[config.mk]
export PLATFORM = sky130hd
export DESIGN_NAME = mbist_march_engine
export DESIGN_NICKNAME = d
export VERILOG_FILES = /design/src/rtl/mbist_pkg.sv /design/src/rtl/mbist_addr_gen.sv /design/src/rtl/mbist_march_engine.sv
export SDC_FILE = /design/constraint.sdc
export NUM_CORES = 1
export LEC_CHECK = 0
export CAP_MARGIN = 15
export CELL_PAD_IN_SITES_DETAIL_PLACEMENT = 1
export CELL_PAD_IN_SITES_GLOBAL_PLACEMENT = 2
export CORE_MARGIN = 3
export CORE_UTILIZATION = 25
export CTS_BUF_LIST = sky130_fd_sc_hd__clkbuf_4 sky130_fd_sc_hd__clkbuf_8
export DETAILED_ROUTE_END_ITERATION = 10
export MAX_ROUTING_LAYER = met4
export PLACE_DENSITY = 0.87
export SLEW_MARGIN = 5
export SYNTH_ARGS = -nofsm -noshare
export SYNTH_HDL_FRONTEND = slang
export SYNTH_SLANG_ARGS = --single-unit
[constraint.sdc]
create_clock -name clk -period 5.8 [get_ports clk]
set_input_delay 0.87 -clock clk [delete_from_list [all_inputs] [get_ports clk]]
set_output_delay 0.87 -clock clk [all_outputs]
set_load 0.01 [all_outputs]
[src/rtl/mbist_pkg.sv]
// rtl/mbist_pkg.sv - shared types and march element tables for the MBIST engine
// Purpose: FSM state type, algorithm encodings and the per-element lookup
//          (direction, op count, per-op write-enable and data polarity).
// Ports:   none (package).
package mbist_pkg;

    typedef enum logic [1:0] {
        ST_IDLE  = 2'd0,
        ST_RUN   = 2'd1,
        ST_DRAIN = 2'd2,
        ST_DONE  = 2'd3
    } state_t;

    localparam logic ALGO_MARCH_CM = 1'b0;
    localparam logic ALGO_MATS_P   = 1'b1;

    // Per-element op description: two = element has a second op,
    // weN = op N is a write, polN = op N uses ~BG instead of BG.
    typedef struct packed {
        logic two;
        logic we0;
        logic pol0;
        logic we1;
        logic pol1;
    } elem_t;

    // March C-: up(w0) up(r0,w1) up(r1,w0) dn(r0,w1) dn(r1,w0) dn(r0)
    // MATS+   : up(w0) up(r0,w1) dn(r1,w0)
    function automatic elem_t elem_lookup(input logic algo, input logic [2:0] idx);
        elem_t e;
        e = '0;
        if (algo == ALGO_MARCH_CM) begin
            unique case (idx)
                3'd0:    e = 5'b01000;
                3'd1:    e = 5'b10011;
                3'd2:    e = 5'b10110;
                3'd3:    e = 5'b10011;
                3'd4:    e = 5'b10110;
                3'd5:    e = 5'b00000;
                default: e = '0;
            endcase
        end else begin
            unique case (idx)
                3'd0:    e = 5'b01000;
                3'd1:    e = 5'b10011;
                3'd2:    e = 5'b10110;
                default: e = '0;
            endcase
        end
        return e;
    endfunction

    // 1 = element walks the address space downwards
    function automatic logic elem_dn(input logic algo, input logic [2:0] idx);
        if (algo == ALGO_MARCH_CM) begin
            return (idx >= 3'd3);
        end
        return (idx == 3'd2);
    endfunction

    function automatic logic [2:0] last_elem(input logic algo);
        return (algo == ALGO_MARCH_CM) ? 3'd5 : 3'd2;
    endfunction

endpackage

[src/rtl/mbist_addr_gen.sv]
// rtl/mbist_addr_gen.sv - up/down address counter for march elements
// Purpose: holds the current march address, reloads to the start of a new
//          element (0 or DEPTH-1) and flags the last address of the walk.
// Ports:   clk, rst (async, active-high); i_load/i_load_dn reload the start
//          address; i_step advances in direction i_dn; o_addr, o_last.
module mbist_addr_gen #(
    parameter int ADDR_WIDTH = 16,
    parameter int DEPTH      = 2**ADDR_WIDTH
) (
    input  logic                  clk,
    input  logic                  rst,
    input  logic                  i_load,
    input  logic                  i_load_dn,
    input  logic                  i_step,
    input  logic                  i_dn,
    output logic [ADDR_WIDTH-1:0] o_addr,
    output logic                  o_last
);

    localparam logic [ADDR_WIDTH-1:0] LAST_ADDR = ADDR_WIDTH'(DEPTH - 1);

    logic [ADDR_WIDTH-1:0] r_addr;

    always_ff @(posedge clk or posedge rst) begin
        if (rst) begin
            r_addr <= '0;
        end else if (i_load) begin
            r_addr <= i_load_dn ? LAST_ADDR : '0;
        end else if (i_step) begin
            r_addr <= i_dn ? (r_addr - 1'b1) : (r_addr + 1'b1);
        end
    end

    assign o_addr = r_addr;
    assign o_last = i_dn ? (r_addr == '0) : (r_addr == LAST_ADDR);

endmodule

[src/rtl/mbist_march_engine.sv]
// rtl/mbist_march_engine.sv - parametrised March C- / MATS+ MBIST engine
// Purpose: issues one march op per cycle to the selected memory, compares
//          read data one cycle later, counts faults against a budget and
//          records the first failing address.
// Ports:   clk, rst; start/algo_sel/bg_sel/memory_sel/error_exceed_ignore/
//          allowable_faulty configure a run; mem_* drive the memories and
//          mem_rdata returns their data; busy/complete/error/force_terminate/
//          fail_count/first_fail_addr report status.
module mbist_march_engine
    import mbist_pkg::*;
#(
    parameter int DATA_WIDTH = 64,
    parameter int ADDR_WIDTH = 16,
    parameter int DEPTH      = 2**ADDR_WIDTH,
    parameter int NUM_MEM    = 4
) (
    input  logic                          clk,
    input  logic                          rst,
    input  logic                          start,
    input  logic                          algo_sel,
    input  logic                          bg_sel,
    input  logic [2:0]                    memory_sel,
    input  logic                          error_exceed_ignore,
    input  logic [ADDR_WIDTH-1:0]         allowable_faulty,
    output logic [NUM_MEM-1:0]            mem_ce,
    output logic                          mem_we,
    output logic [ADDR_WIDTH-1:0]         mem_addr,
    output logic [DATA_WIDTH-1:0]         mem_wdata,
    input  logic [NUM_MEM*DATA_WIDTH-1:0] mem_rdata,
    output logic                          busy,
    output logic                          complete,
    output logic                          error,
    output logic                          force_terminate,
    output logic [ADDR_WIDTH:0]           fail_count,
    output logic [ADDR_WIDTH-1:0]         first_fail_addr
);

    state_t                r_state, w_next;
    logic                  r_algo, r_bg, r_ignore, r_op;
    logic [2:0]            r_mem, r_elem;
    logic [ADDR_WIDTH-1:0] r_budget, r_cmp_addr, r_first;
    logic                  r_cmp_valid, r_error, r_force;
    logic [DATA_WIDTH-1:0] r_cmp_exp;
    logic [ADDR_WIDTH:0]   r_fail;

    elem_t                 w_elem;
    logic                  w_cur_we, w_cur_pol, w_cur_dn, w_next_dn, w_last_op, w_last_elem;
    logic                  w_issue, w_elem_end, w_start_ok, w_sel_bad, w_addr_last;
    logic                  w_load, w_load_dn, w_step, w_miscmp, w_overrun;
    logic [ADDR_WIDTH-1:0] w_addr;
    logic [ADDR_WIDTH:0]   w_fail_inc;
    logic [DATA_WIDTH-1:0] w_bg, w_data, w_rdata;

    assign w_elem      = elem_lookup(r_algo, r_elem);
    assign w_cur_dn    = elem_dn(r_algo, r_elem);
    assign w_next_dn   = elem_dn(r_algo, r_elem + 3'd1);
    assign w_cur_we    = r_op ? w_elem.we1 : w_elem.we0;
    assign w_cur_pol   = r_op ? w_elem.pol1 : w_elem.pol0;
    assign w_last_op   = !w_elem.two || r_op;
    assign w_last_elem = (r_elem == last_elem(r_algo));
    assign w_issue     = (r_state == ST_RUN);
    assign w_elem_end  = w_issue && w_last_op && w_addr_last;
    assign w_start_ok  = start && ((r_state == ST_IDLE) || (r_state == ST_DONE));
    assign w_sel_bad   = ({29'd0, memory_sel} >= 32'(NUM_MEM));

    assign w_bg   = r_bg ? {(DATA_WIDTH/2){2'b10}} : '0;
    assign w_data = w_cur_pol ? ~w_bg : w_bg;

    // A new element reloads its start address in the same cycle its
    // predecessor's last op issues, so elements run back to back.
    assign w_load    = w_start_ok || (w_elem_end && !w_last_elem);
    assign w_load_dn = w_start_ok ? elem_dn(algo_sel, 3'd0) : w_next_dn;
    assign w_step    = w_issue && w_last_op && !w_addr_last;

    mbist_addr_gen #(
        .ADDR_WIDTH (ADDR_WIDTH),
        .DEPTH      (DEPTH)
    ) u_addr_gen (
        .clk       (clk),
        .rst       (rst),
        .i_load    (w_load),
        .i_load_dn (w_load_dn),
        .i_step    (w_step),
        .i_dn      (w_cur_dn),
        .o_addr    (w_addr),
        .o_last    (w_addr_last)
    );

    always_comb begin
        w_rdata = '0;
        for (int i = 0; i < NUM_MEM; i++) begin
            if (r_mem == 3'(i)) begin
                w_rdata = mem_rdata[i*DATA_WIDTH +: DATA_WIDTH];
            end
        end
    end

    // Compare is gated to RUN/DRAIN so a read issued in the abort cycle
    // does not count once the engine has reached DONE.
    assign w_miscmp   = r_cmp_valid && ((r_state == ST_RUN) || (r_state == ST_DRAIN))
                        && (w_rdata != r_cmp_exp);
    assign w_fail_inc = (&r_fail) ? r_fail : (r_fail + 1'b1);
    assign w_overrun  = w_miscmp && !r_ignore && (w_fail_inc > {1'b0, r_budget});

    always_ff @(posedge clk or posedge rst) begin
        if (rst) begin
            r_state <= ST_IDLE;
        end else begin
            r_state <= w_next;
        end
    end

    always_comb begin
        w_next   = r_state;
        busy     = 1'b0;
        complete = 1'b0;
        unique case (r_state)
            ST_IDLE, ST_DONE: begin
                complete = (r_state == ST_DONE);
                if (start) begin
                    w_next = w_sel_bad ? ST_DONE : ST_RUN;
                end
            end
            ST_RUN: begin
                busy = 1'b1;
                if (w_overrun) begin
                    w_next = ST_DONE;
                end else if (w_elem_end && w_last_elem) begin
                    w_next = ST_DRAIN;
                end
            end
            ST_DRAIN: begin
                busy   = 1'b1;
                w_next = ST_DONE;
            end
            default: w_next = ST_IDLE;
        endcase
    end

    always_ff @(posedge clk or posedge rst) begin
        if (rst) begin
            r_algo      <= 1'b0;
            r_bg        <= 1'b0;
            r_mem       <= '0;
            r_ignore    <= 1'b0;
            r_budget    <= '0;
            r_elem      <= '0;
            r_op        <= 1'b0;
            r_cmp_valid <= 1'b0;
            r_cmp_exp   <= '0;
            r_cmp_addr  <= '0;
            r_error     <= 1'b0;
            r_force     <= 1'b0;
            r_fail      <= '0;
            r_first     <= '0;
        end else if (w_start_ok) begin
            r_algo      <= algo_sel;
            r_bg        <= bg_sel;
            r_mem       <= memory_sel;
            r_ignore    <= error_exceed_ignore;
            r_budget    <= allowable_faulty;
            r_elem      <= '0;
            r_op        <= 1'b0;
            r_cmp_valid <= 1'b0;
            r_error     <= w_sel_bad;
            r_force     <= 1'b0;
            r_fail      <= '0;
            r_first     <= '0;
        end else begin
            r_cmp_valid <= w_issue && !w_cur_we;
            r_cmp_exp   <= w_data;
            r_cmp_addr  <= w_addr;
            if (w_issue) begin
                if (!w_last_op) begin
                    r_op <= 1'b1;
                end else begin
                    r_op <= 1'b0;
                    if (w_addr_last) begin
                        r_elem <= r_elem + 3'd1;
                    end
                end
            end
            if (w_miscmp) begin
                r_fail  <= w_fail_inc;
                r_error <= 1'b1;
                if (!r_error) begin
                    r_first <= r_cmp_addr;
                end
            end
            if (w_overrun) begin
                r_force <= 1'b1;
            end
        end
    end

    assign mem_ce          = w_issue ? (NUM_MEM'(1) << r_mem) : '0;
    assign mem_we          = w_issue && w_cur_we;
    assign mem_addr        = w_issue ? w_addr : '0;
    assign mem_wdata       = (w_issue && w_cur_we) ? w_data : '0;
    assign error           = r_error;
    assign force_terminate = r_force;
    assign fail_count      = r_fail;
    assign first_fail_addr = r_first;

endmodule

==> metrics.txt, run 1 <==
outcome=finished clean; Detailed Place HPWL=roughly 29,000 µm; Post-Syn Instances=around 1.1k; fmax=between 200 and 250 MHz; WL final=37,100 µm; CTS Sinks=98; CTS tree=yes; Avg Inst Size Synth=about 8 µm²; Final ANT Viol Nets=0; Clock Path Buffers=2; first-pass GRT wire length=55,000 µm; DR pass1 iterations=4; sequential share of power=0.255; Post-Syn Area=about 8600 µm²; Synthesized Nets=roughly 1.4k; vias in the first global route=just over 9k; Logic pwr share=0.646; core area=33,800 µm²; Slew HR=0.459; CTS buffer count=9; Die Span Y=192 µm; RSZ-0062 raised after global routing=false; most common cell in the synthesized netlist=nand2_1; Least-Margin Pin Slew=801 ps; die area=36,800 µm²; routability congestion estimate from global placement=0.850; Post-synth EDFFs=0; path type of the worst setup path=flip-flop to flip-flop; Post-CTS Setup Inserts=0; yosys warns=0; CTS Root Cell=clkbuf_8; period utilization=0.808; Clock power frac=0.099; Synth Flop Type=dfrtp_1; fraction of final layout cells sized beyond drive strength 1=0.0373; port buffer count=between 400 and 500; Slew Viols, Final=0; crit end category=flip-flop; Area after DPL=roughly 13,000 µm²; post-CTS sizing=0; Critical Path RT=~6000 ps; Fin Setup TNS=0 ps; row count=between 60 and 70; Reg clk slew, reported paths=100 ps; GRT overflow=0; Avg WL per Cell=20.4 µm; fin nets=1,688; critical path peak fanout=8; Pwr per Cell Area=between 300 and 400 nW/µm²; 1st-iter DRT viols=394; DRC=0; Vias/cell=4.97; Final Setup Violations=0; Area growth syn-to-layout=48.1%; VDD IR max=around 0.00021 V; Final Core Density=0.378; area leader, netlist=dfrtp_1; asr flop ratio synth=1.00; CTS H-tree lvls=3; Fin Clk Skew=a little over 9 ps; CP Launch Type=flip-flop; die width=~190 µm; main area contributors after synthesis=dfrtp_1, mux2i_1, nand2_1; antenna violations before repair=1; Worst EP arrival=4960 ps; Vias=~9.0k; final hold violation count=0; Internal=around 0.0025 W; synthesized flop and latch total=98; Max-Cap Viols=0; synth cell count leaders=nand2_1, dfrtp_1, mux2i_1; fillers=a little under 4k; largest net degree at the start of global routing=66; I/O pins=403; minimum clock period=about 4700 ps; Sw Ratio=0.471; top-area cell type share of the netlist area=0.284; CTS Hold Buffers Added=0; All-Layer GR Usage=0.196; initial core utilization=0.255; Design Area, Final=12,800 µm²; Seq/Total Area, Yosys=0.284; hold crit path type=flip-flop to flip-flop; worst skew pair latency=380 ps; switching pwr=between 0.002 and 0.0025 W; Pleak=between 5 and 6 nW; Synth cell types=68
## through the flow
stage | cells | power, W | hold WS, ps | setup WS, ps
6_report | 1818 | 0.00477 | 476 | 1110
5_1_grt | 1818 | 0.00521 | 512 | 518
4_1_cts | 1815 | 0.00482 | 481 | 989
3_5_place_dp | 1800 | 0.00432 | 457 | 1150
3_3_place_gp | 1800 | 0.00422 | 452 | 1400
2_1_floorplan | 1057 | 0.00337 | 439 | 1770
## power by group through the flow
stage               sequential (W)  combinational [W]  clock (W)
floorplan                  0.00104            0.00233          0
finish                     0.00122            0.00308   0.000471
detailed placement         0.00123            0.00309          0
CTS                        0.00122            0.00311   0.000488
global route               0.00126            0.00345   0.000508
global placement           0.00122            0.00300          0
## metal layers
layer / wire (µm) / global-route usage
met3: 1980 / 0.0290
met2: 18900 / 0.354
met1: 15800 / 0.235
met5: 0 / -
met4: 306 / 0.0268
## critical path, cell delays in order, from the launching register on
cell	delay, ps
dfrtp_1	460
ha_1	200
nand3_1	120
nor4_1	670
nand3_1	420
nand4_1	300
nor3_1	130
and3_1	230
and3_1	240
xor2_1	160
ha_1	210
a2111oi_0	450
o2111ai_1	170
a221oi_1	290
nor2_1	150
a211oi_1	320
a211oi_2	60
## final timing paths
path                                      from                   end  slack [ps]  cells past startpoint
worst max-delay path             fail_count[0]            r_state[1]        1110                     16
worst min-delay path            r_cmp_addr[11]        r_cmp_addr[11]         480                      2
worst max register to register   fail_count[0]            r_state[1]        1110                     16
worst min register to register  r_cmp_addr[11]        r_cmp_addr[11]         480                      2
max in group asynchronous                  rst  u_addr_gen.o_addr[6]        3760                      3
min in group asynchronous                  rst              r_ignore         940                      2
## layout by cell type, fill, tap and decap left out, types with 34 or more instances in the layout
| cell | instances |
|---|---|
| a21oi_1 | 59 |
| ha_1 | 41 |
| nor2_1 | 71 |
| clkdlybuf4s50_1 | 402 |
| o21ai_0 | 50 |
| dfrtp_1 | 96 |
| a2bb2oi_1 | 47 |
| nand2_1 | 147 |
| nand3_1 | 34 |
| inv_1 | 38 |
| mux2i_1 | 75 |
## registers in the layout, indices dropped and copies added (netlist names), 2 cells and up
register and cells:
fail_count 17, first_fail_addr 16, r_budget 16, r_cmp_addr 16, r_cmp_exp 2, r_elem 3, r_mem 3, r_state 2
u_addr_gen.o_addr 16
## cell families (layout without fill, tap and decap cells)
group / after synthesis / in the layout / share of synthesized area
AO/OA/AOI/OAI: 255 / 255 / 0.201
AND/OR/NAND/NOR: 397 / 397 / 0.225
multiplexers: 76 / 76 / 0.0883
flip-flops: 98 / 98 / 0.284
XOR/XNOR: 28 / 28 / 0.0284
buffers and inverters: 161 / 473 / 0.110
other: 0 / 1 / 0
adder cells (fa/ha/maj): 42 / 42 / 0.0618
## layout make-up
class	instances	area, µm²	area share
clock buffers	11	145	0.0114
repair buffers	419	4170	0.326
well taps	448	561	0.0439
diodes	1	2.50	0.000196
clock inverters	4	51.3	0.00402
flip-flops and latches	98	2460	0.192
multi-input cells	798	5240	0.410
inverters	39	149	0.0117
Note: power is estimated with default switching activity, not from simulation.
==> inputs of run 2 (changes only) <==
--- a/config.mk
+++ b/config.mk
@@ -9,11 +9,11 @@
 export CELL_PAD_IN_SITES_DETAIL_PLACEMENT = 1
 export CELL_PAD_IN_SITES_GLOBAL_PLACEMENT = 2
 export CORE_MARGIN = 3
-export CORE_UTILIZATION = 25
+export CORE_UTILIZATION = 23
 export CTS_BUF_LIST = sky130_fd_sc_hd__clkbuf_4 sky130_fd_sc_hd__clkbuf_8
 export DETAILED_ROUTE_END_ITERATION = 10
 export MAX_ROUTING_LAYER = met4
-export PLACE_DENSITY = 0.87
+export PLACE_DENSITY = 0.8
 export SLEW_MARGIN = 5
 export SYNTH_ARGS = -nofsm -noshare
 export SYNTH_HDL_FRONTEND = slang
==> constraint.sdc (replaced) <==
create_clock -name clk -period 4.67 [get_ports clk]
set_input_delay 0.7005 -clock clk [delete_from_list [all_inputs] [get_ports clk]]
set_output_delay 0.7005 -clock clk [all_outputs]
set_load 0.01 [all_outputs]
==> metrics.txt, run 2 (synthesized netlist as in run 1, its figures left out) <==
critical-path cell list=nor2b_4 -> buf_12 -> a2bb2oi_1 -> o41ai_1 -> nand4_1 -> nor4_1 -> o22a_1 -> nor2_2 -> o21ai_0; final hold violation count=0; minimum clock period=4050 ps; VDD IR max=0.000217 V; hold crit path type=flip-flop to flip-flop; I/O pins=between 400 and 500; dpl cells=~1.8k; CP max stage cell=dfrtp_4; Slew HR=0.468; CTS tree=yes; port buffer count=roughly 400; Area growth syn-to-layout=49.6%; Fin Setup TNS=0 ps; fmax=between 200 and 250 MHz; commonest non-fill, non-tap cell in the layout=clkdlybuf4s50_1; CTS H-tree lvls=3; die width=200 µm; CTS buffer count=9; antenna violations before repair=7; Final ANT Viol Nets=0; Pwr per Cell Area=~470 nW/µm²; outcome=finished clean; DRC=0; CP Launch Type=flip-flop; All-Layer GR Usage=0.187; CP bufs+invs=1; family with the most delay on the worst path=simple AND/OR/NAND/NOR gates; Critical Path RT=roughly 5000 ps; row count=70; Fin Hold WS=about 480 ps; Worst EP arrival=between 4000 and 5000 ps; vias in the first global route=approximately 9.5k; Die Span Y=about 200 µm; Least-Margin Pin Slew=~800 ps; Max-Cap Viols=0; Vias/cell=4.91; WL final=roughly 38,000 µm; 1st-iter DRT viols=about 470; max FFs per register=17; core area=36,800 µm²; most frequent cells in the layout=clkdlybuf4s50_1, nand2_1, dfrtp_1, mux2i_1, nor2_1; Reg clk slew, reported paths=100 ps; die area=39,900 µm²; DR pass1 iterations=4; worst skew pair latency=between 300 and 400 ps; period utilization=0.868; RSZ-0062 raised after global routing=false; fraction of final layout cells sized beyond drive strength 1=0.0450; GRT overflow=0; CTS Sinks=98; routability congestion estimate from global placement=0.809; Detailed Place HPWL=between 30,000 and 40,000 µm; Fin Clk Skew=10.4 ps; Final Setup Violations=0; Slew Viols, Final=0; crit end category=flip-flop; Clock Path Buffers=2; critical path peak fanout=30; CTS Root Cell=clkbuf_8; Pleak=roughly 5.3 nW; Vias=slightly above 9k; fin nets=about 1.7k; initial core utilization=0.234; path type of the worst setup path=flip-flop to flip-flop; largest net degree at the start of global routing=between 60 and 70; Largest stage delay, worst path=about 700 ps; Avg WL per Cell=20.7 µm; first-pass GRT wire length=56,400 µm; Final Non-Filler Cells=approximately 1.9k
-- run 2: cell types whose count changed in the layout (fill, tap and decap cells not counted), sizes merged --
| cell | previous run | this run |
|---|---|---|
| buf | 17 | 25 |
| clkinv | 1 | 4 |
| clkinvlp | 1 | 0 |
| diode | 1 | 7 |
| inv | 40 | 39 |
-- run 2: routing by layer --
metal	GRT usage	up-vias	wire [µm]
met1	0.215	4464	16000
met5	-	-	0
met3	0.0315	26	2090
met4	0.0457	0	467
met2	0.338	211	19700
li1	-	4405	-
-- run 2: final cells by class --
cell class              count  area (µm²)
fillers                  4310       23900
multi-input cells         798        5250
repair buffers            427        4240
flip-flops and latches     98        2460
well taps                 468         586
inverters                  39         149
clock buffers              11         139
clock inverters             5        65.1
diodes                      7        17.5
-- run 2: what timing repair did --
action / CTS / global route
setup endpoints to repair: 0 / 1
buffers inserted: 0 / 0
hold buffers: 0 / 0
gates resized for setup: 0 / 2
-- run 2: final timing paths --
| path | start | to | slack, ps | cells past startpoint |
|---|---|---|---|---|
| worst max-delay path | r_mem[1] | first_fail_addr[13] | 620 | 9 |
| worst min-delay path | r_cmp_addr[0] | r_cmp_addr[0] | 480 | 2 |
| worst max register to register | r_mem[1] | first_fail_addr[13] | 620 | 9 |
| worst min register to register | r_cmp_addr[0] | r_cmp_addr[0] | 480 | 2 |
| max in group asynchronous | rst | u_addr_gen.o_addr[3] | 3040 | 3 |
| min in group asynchronous | rst | first_fail_addr[8] | 750 | 2 |
-- run 2: worst reg2reg max path, cell delays in order, from the launching register on --
cell	delay, ps
dfrtp_4	700
nor2b_4	570
buf_12	260
a2bb2oi_1	100
o41ai_1	520
nand4_1	160
nor4_1	670
o22a_1	490
nor2_2	250
o21ai_0	260
-- run 2: where the power goes --
group          switching, W  internal, W  total [W]
clock              0.000324     0.000264   0.000589
sequential         0.000377      0.00112    0.00149
combinational       0.00215      0.00178    0.00394
total               0.00286      0.00316    0.00602
-- run 2: through the flow --
step	setup slack, ps	instance area, µm²	utilization	total power, W
finish	616	12900	0.351	0.00602
global route	78.8	12900	0.351	0.00660
CTS	387	12900	0.350	0.00609
detailed placement	441	12700	0.344	0.00547
global placement	598	12700	0.344	0.00537
floorplan	638	8630	-	0.00419
==> inputs of run 3 (changes only) <==
--- a/config.mk
+++ b/config.mk
@@ -9,11 +9,11 @@
 export CELL_PAD_IN_SITES_DETAIL_PLACEMENT = 1
 export CELL_PAD_IN_SITES_GLOBAL_PLACEMENT = 2
 export CORE_MARGIN = 3
-export CORE_UTILIZATION = 23
+export CORE_UTILIZATION = 25
 export CTS_BUF_LIST = sky130_fd_sc_hd__clkbuf_4 sky130_fd_sc_hd__clkbuf_8
 export DETAILED_ROUTE_END_ITERATION = 10
 export MAX_ROUTING_LAYER = met4
-export PLACE_DENSITY = 0.8
+export PLACE_DENSITY = 0.87
 export SLEW_MARGIN = 5
 export SYNTH_ARGS = -nofsm -noshare
 export SYNTH_HDL_FRONTEND = slang
==> constraint.sdc (replaced) <==
create_clock -name clk -period 5.2 [get_ports clk]
set_input_delay 0.78 -clock clk [delete_from_list [all_inputs] [get_ports clk]]
set_output_delay 0.78 -clock clk [all_outputs]
set_load 0.01 [all_outputs]
==> metrics.txt, run 3 (synthesized netlist as in run 1, its figures left out) <==
port buffer count=around 400; Pleak=5.28 nW; Slew HR=0.371; core area=between 30,000 and 40,000 µm²; Clock Path Buffers=2; WL final=between 30,000 and 40,000 µm; most frequent cells in the layout=clkdlybuf4s50_1, nand2_1, dfrtp_1, mux2i_1, nor2_1; Final ANT Viol Nets=0; outcome=finished clean; RSZ-0062 raised after global routing=false; row count=67; Worst Hold Path Cells=2; All-Layer GR Usage=0.198; Least-Margin Pin Slew=~940 ps; R2R cell count=19; fraction of final layout cells sized beyond drive strength 1=0.0387; CTS tree=yes; CTS H-tree lvls=3; Worst R2R Setup Slack=about 660 ps; fin nets=around 1.7k; crit end category=flip-flop; Vias=9,015; Fin Setup TNS=0 ps; Avg WL per Cell=20.3 µm; worst skew pair latency=390 ps; fillers=4,001; min-delay src=r_cmp_addr[5]; CTS Hold Buffers Added=0; routability congestion estimate from global placement=0.823; R2R Path End=r_state[1]; minimum clock period=4540 ps; Pwr per Cell Area=approximately 410 nW/µm²; fmax=~220 MHz; Worst EP arrival=4810 ps; Vias/cell=~5; CTS Sinks=98; CP Launch Type=flip-flop; final hold violation count=0; Slew Viols, Final=0; Final Setup Violations=0; worst r2r src=fail_count[0]; Post-CTS Setup Inserts=0; GRT overflow=0; Fin Clk Skew=approximately 18 ps; die width=about 190 µm; Max-Cap Viols=0; path type of the worst setup path=flip-flop to flip-flop; period utilization=0.873; die area=36,800 µm²; I/O pins=403; Reg clk slew, reported paths=~100 ps; critical path peak fanout=8; DR pass1 iterations=4; VDD IR max=around 0.00024 V; DRC=0; hold crit path type=flip-flop to flip-flop; worst min-delay path endpoint=r_cmp_addr[5]; Design Area, Final=between 10,000 and 15,000 µm²; CTS buffer count=9; CTS Root Cell=clkbuf_8; largest net degree at the start of global routing=67; initial core utilization=0.255; 1st-iter DRT viols=313; Critical Path RT=5470 ps; Area after DPL=12,600 µm²; antenna violations before repair=6; max FFs per register=17; Area growth syn-to-layout=48.3%; vias in the first global route=roughly 9.5k; Die Span Y=about 190 µm; first-pass GRT wire length=between 50,000 and 60,000 µm; post-CTS sizing=0; Detailed Place HPWL=between 20,000 and 30,000 µm; commonest non-fill, non-tap cell in the layout=clkdlybuf4s50_1
run 3: worst max path at each step:
stage,startpoint,end
final,fail_count[0],r_state[1]
after detailed placement,fail_count[0],r_state[1]
after CTS,fail_count[0],r_state[1]
after floorplan,fail_count[0],r_state[1]
after global routing,fail_count[0],r_state[1]
after global placement,mem_rdata[170],fail_count[16]
run 3: through the flow:
stage          hold WS [ps]  total power [W]  worst slack (ps)  cells   util
2_1_floorplan           439          0.00376              1170   1057      -
3_3_place_gp            449          0.00474               750   1803  0.373
4_1_cts                 484          0.00535               692   1819  0.378
5_1_grt                 509          0.00581               208   1825  0.379
3_5_place_dp            460          0.00483               729   1803  0.373
6_report                477          0.00530               662   1825  0.379
run 3: power breakdown:
group | switching, W | internal (W) | total (W)
Sequential | 0.000382 | 0.00100 | 0.00138
Clock | 0.000291 | 0.000195 | 0.000487
Combinational | 0.00185 | 0.00158 | 0.00343
run 3: final cells by class:
type,instances,area (µm²),area share
antenna,6,15.0,0.00117
clock buffer,11,145,0.0113
clock inverter,5,38.8,0.00303
inverter,39,149,0.0116
multi-input combinational,798,5240,0.410
sequential,98,2460,0.192
tap,448,561,0.0438
timing repair buffer,420,4180,0.327
run 3: routing by layer:
metal	vias to the layer above	wire length [µm]	track usage
li1	4390	-	-
met1	4371	15500	0.231
met2	232	19000	0.354
met3	22	2060	0.0349
met4	0	482	0.0421
met5	-	0	-
run 3: worst max-delay path, cell delays in order (launching register included):
cell and delay [ps]:
dfrtp_1 460, ha_1 250, nand3_1 120, nor4_1 70, buf_4 150, nand3_1 80, buf_4 160, nand4_1 210
nor3_1 410, and3_1 270, and3_1 260, nand3_1 110, xnor2_1 160, ha_1 200, a2111oi_0 410, o2111ai_1 210
a221oi_1 360, nor2_1 160, a211oi_1 310, a211oi_2 60
